## config.mk

```make
export PLATFORM = sky130hd
export DESIGN_NAME = hs_sync_fifo
export DESIGN_NICKNAME = d
export VERILOG_FILES = /design/src/rtl/hs_sync_fifo_pkg.sv /design/src/rtl/hs_fifo_mem.sv /design/src/rtl/hs_sync_fifo.sv
export SDC_FILE = /design/constraint.sdc
export NUM_CORES = 1
export LEC_CHECK = 0
export ABC_AREA = 1
export ABC_CLOCK_PERIOD_IN_PS = 1600
export CAP_MARGIN = 10
export CORE_MARGIN = 2
export CORE_UTILIZATION = 30
export DETAILED_ROUTE_END_ITERATION = 10
export PLACE_DENSITY = 0.6
export SETUP_SLACK_MARGIN = 0.15
export SKIP_CTS_REPAIR_TIMING = 1
export SYNTH_ARGS = -nofsm -noshare
export SYNTH_HDL_FRONTEND = slang
export SYNTH_SLANG_ARGS = --single-unit
```

## constraint.sdc

```tcl
create_clock -name clk -period 1.6 [get_ports clk]
set_input_delay 0.24 -clock clk [delete_from_list [all_inputs] [get_ports clk]]
set_output_delay 0.24 -clock clk [all_outputs]
set_load 0.02 [all_outputs]
```

## src/rtl/hs_sync_fifo_pkg.sv

```systemverilog
// hs_sync_fifo_pkg: shared defaults, pointer sizing and handshake op encoding
package hs_sync_fifo_pkg;
  localparam int DEF_WIDTH = 8;
  typedef enum logic [1:0] {
    OP_IDLE = 2'b00,
    OP_POP  = 2'b01,
    OP_PUSH = 2'b10,
    OP_BOTH = 2'b11
  } op_e;
  function automatic int ptr_w(input int depth);
    return (depth > 1) ? $clog2(depth) : 1;
  endfunction
endpackage

```

## src/rtl/hs_fifo_mem.sv

```systemverilog
// hs_fifo_mem: dual-port register array, synchronous write, asynchronous read
module hs_fifo_mem import hs_sync_fifo_pkg::*; #(
  parameter int WIDTH = DEF_WIDTH,
  parameter int DEPTH = 4
) (
  input  logic                    clk,
  input  logic                    we,
  input  logic [ptr_w(DEPTH)-1:0] waddr,
  input  logic [WIDTH-1:0]        wdata,
  input  logic [ptr_w(DEPTH)-1:0] raddr,
  output logic [WIDTH-1:0]        rdata
);
  logic [WIDTH-1:0] mem [DEPTH];
  always_ff @(posedge clk) begin
    if (we) mem[waddr] <= wdata;
  end
  assign rdata = mem[raddr];
endmodule

```

## src/rtl/hs_sync_fifo.sv

```systemverilog
// hs_sync_fifo: first-word-fall-through valid/ready FIFO with flags derived from registered count
module hs_sync_fifo import hs_sync_fifo_pkg::*; #(
  parameter int WIDTH    = DEF_WIDTH,
  parameter int DEPTH    = 4,
  parameter int AF_LEVEL = 3
) (
  input  logic                    clk,
  input  logic                    rst,
  input  logic                    s_valid,
  output logic                    s_ready,
  input  logic [WIDTH-1:0]        s_data,
  output logic                    m_valid,
  input  logic                    m_ready,
  output logic [WIDTH-1:0]        m_data,
  output logic [ptr_w(DEPTH):0]   count,
  output logic                    almost_full,
  output logic                    empty,
  output logic                    full
);
  localparam int PW = ptr_w(DEPTH);
  localparam int CW = PW + 1;
  logic [PW-1:0] wr_ptr, rd_ptr;
  logic          push, pop;
  op_e           op;
  assign empty       = count == '0;
  assign full        = count == CW'(DEPTH);
  assign almost_full = count >= CW'(AF_LEVEL);
  assign s_ready     = !full && !rst;
  assign m_valid     = !empty;
  assign push        = s_valid && s_ready;
  assign pop         = m_valid && m_ready;
  assign op          = op_e'({push, pop});
  always_ff @(posedge clk) begin
    if (rst) begin
      wr_ptr <= '0;
      rd_ptr <= '0;
      count  <= '0;
    end else begin
      if (push) wr_ptr <= wr_ptr + PW'(1);
      if (pop) rd_ptr <= rd_ptr + PW'(1);
      count <= (op == OP_PUSH) ? count + CW'(1) : (op == OP_POP) ? count - CW'(1) : count;
    end
  end
  hs_fifo_mem #(.WIDTH(WIDTH), .DEPTH(DEPTH)) u_mem (
    .clk   (clk),
    .we    (push),
    .waddr (wr_ptr),
    .wdata (s_data),
    .raddr (rd_ptr),
    .rdata (m_data)
  );
endmodule

```

==> impl_results.md <==
- Via-to-Cell Ratio: 4.37
- DR pass1 iterations: 4
- Vias in the first global route: 1,132
- Iter 0 DRT Violations: 31
- R2R Path End: count[1]$_SDFFE_PP0P_
- Largest net degree at the start of global routing: 13
- First-pass GRT wire length: 5110 microns
- Reg area: 1150 sq um
- WL final: 3460 microns
- Placed cells: 267
- Hold slack: 491 ps
- Hold wc startpoint: rd_ptr[1]$_SDFFE_PP0P_
- CP endpoint kind: flop
- DIE AREA: 6400 sq um
- EDFF count, synth: 32
- Initial Util: 31.3%
- Mapped Avg Cell Area: 11.6 sq um
- Multi-input gate area: 651 sq um
- Tmin final: 1610 ps
- CORE AREA: 5540 sq um
- Pleak: 1.05 nW
- Top cells by area, synth: edfxtp_1 55%, dfxtp_1 10%, nor2_1 5.8%, o21ai_0 3.8%, inv_1 3.7%
- Net count after synthesis: 167
- Peak supply drop: 1120 uV
- Die X-Extent: 80 microns
- CTS tree: built
- Clk_lat worst skew: 280 ps
- Maximum clock path buffer count: 2
- Crit Path Class: reg2reg
- Dpl hpwl: 2320 microns
- Routed Antenna Nets: 0
- Reg-to-reg startpoint: count[0]$_SDFFE_PP0P_
- Hold path cells: 2
- R2R setup slack: -10 ps
- Min-Delay Path Class: reg2reg
- Slew at the pin closest to its max-slew limit: 231 ps
- Library cells used by synthesis: 21
- Synth Warn #: 0
- Crit path from: count[0]$_SDFFE_PP0P_
- Post-Synthesis Cells: 149
- Antenna violations before repair: 0
- Via count: 1,228
- Post-synth top cells: 32 x edfxtp_1, 27 x nor2_1, 17 x inv_1
- Post-synth ARST share: 0%
- Top Ports: 28
- Clock Pin Slew Worst Setup and Hold Paths: 70 ps
- Yosys reg bits: 41
- Clock Skews: 5.28 ps
- Post-Layout Cell Count: 281
- Slew Viols, Final: 0
- Die H: 80 microns
- Crit share post-route: 101%
- Final hold vios: 0
- Fin nets: 226
- Drt wl/cell: 12.3 microns
- Routability Congestion: 0.770
- # DRC: 0
- Mapped Area: 1730 sq um
- Seq/Total Area, Yosys: 65.8%
- # setup viols final: 2
- Synthesis-to-layout area growth: 49.4%
- Status: finished with violations
- Most frequent cell after synthesis: edfxtp_1
- # clock sinks: 41
- Design Power: 4.15 mW
- Final Util: 46.7%
- H-tree level count: 2
- Unrepaired setup endpoints after global routing: yes
- Antenna Diode Count: 0
- Setup WS post-layout: -10.8 ps
- CP Data Arrival Time: 1790 ps
- Crit path max fanout: 3
- Final Instance Area: 2590 sq um
- I/O Buffers: 27
- Fillers: 538
- Max-slew headroom: 84.6%
- CTS root buffer: clkbuf_8
- Post-synth top flop: edfxtp_1
- Total congestion overflow: 0
- Fmax: 621 MHz
- Share of cells above drive strength 1: 43.1%
- Max-cap violations: 0
- Failing checks: setup timing
- CP startpoint kind: flop
- Placed cell area: 2260 sq um
- Cell taking the most area after synthesis: edfxtp_1
- Post-synth top area share: 55.5%
- PD cells: 1600 nW/um^2
- Req. time, crit path: 1780 ps
- GRT Util Overall: 10.7%
- Row cnt: 27
- Worst reg-to-reg path cell count: 9
- TritonCTS Buffers: 5
==> worst max-delay path: stages, from the launching register on <==
cell and delay (ps):
dfxtp_4 350, nor2_4 160, nand2_4 80, nand3_4 90
inv_4 40, ha_4 150, inv_2 50, fa_2 430
o21ai_2 110, nor2_1 40
==> cell usage in the layout, fill, tap and decap left out, types with 4 or more instances in the layout <==
cell type        instances
nand2_1                 14
clkdlybuf4s50_1         11
o21ai_1                  6
ha_1                     4
o22ai_2                  6
inv_1                   14
clkbuf_8                 6
dlymetal6s2s_1           4
buf_6                   11
o21ai_2                 10
buf_4                   22
edfxtp_1                32
nor2_4                   9
nor2_1                  17
dfxtp_1                  4
==> sequential cells by signal, indices dropped and copies added (netlist names), named ones only <==
register	count
count	3
wr_ptr	2
u_mem.mem	32
rd_ptr	2
==> power by group <==
group          leakage (nW)  switching, mW  internal (mW)
Sequential            0.367          0.106           1.29
Clock                0.0455          0.306          0.351
Combinational         0.638           1.07           1.03
==> worst max path at each step <==
stage | slack (ps) | to
final | -10 | count[1]$_SDFFE_PP0P_
after global routing | -100 | count[2]$_SDFFE_PP0P_
after detailed placement | -300 | count[2]$_SDFFE_PP0P_
after CTS | -430 | m_data[5]
after floorplan | -50 | count[1]$_SDFFE_PP0P_
after global placement | -230 | count[2]$_SDFFE_PP0P_
==> per-layer routing <==
metal  wire length [microns]  part of all wire, %  track usage, %  vias to the layer above
met4                      38                  1.1            3.05                        0
met2                    1770                   51            17.7                       29
met3                     220                  6.4            4.98                        6
li1                        -                    -               -                      624
met5                       0                    0               0                        -
met1                    1440                   42            12.5                      569
==> through the flow <==
| step | TNS (ps) | setup slack (ps) |
|---|---|---|
| 2_1_floorplan | -77.0 | -52.6 |
| 3_3_place_gp | -1240 | -228 |
| 3_5_place_dp | -1740 | -295 |
| 4_1_cts | -4190 | -426 |
| 5_1_grt | -224 | -100 |
| 6_report | -18.6 | -10.8 |
==> final cells by class <==
cell class / count / share of cell area, %
Inverter: 19 / 3.04
Sequential cell: 41 / 44.6
Tap cell: 72 / 3.48
Clock buffer: 8 / 3.48
Timing Repair Buffer: 54 / 20.3
Multi-Input combinational cell: 87 / 25.1
==> logic make-up (layout without fill, tap and decap cells) <==
logic type | after synthesis | count (layout) | share of synthesized area [%]
xor+xnor | 1 | 1 | 0.506
simple gates | 52 | 52 | 14.4
compound gates | 28 | 28 | 9.10
buf+inv | 21 | 81 | 5.42
fa+ha+maj | 6 | 6 | 4.77
flops | 41 | 41 | 65.8
Note: power is estimated with default switching activity, not from simulation.
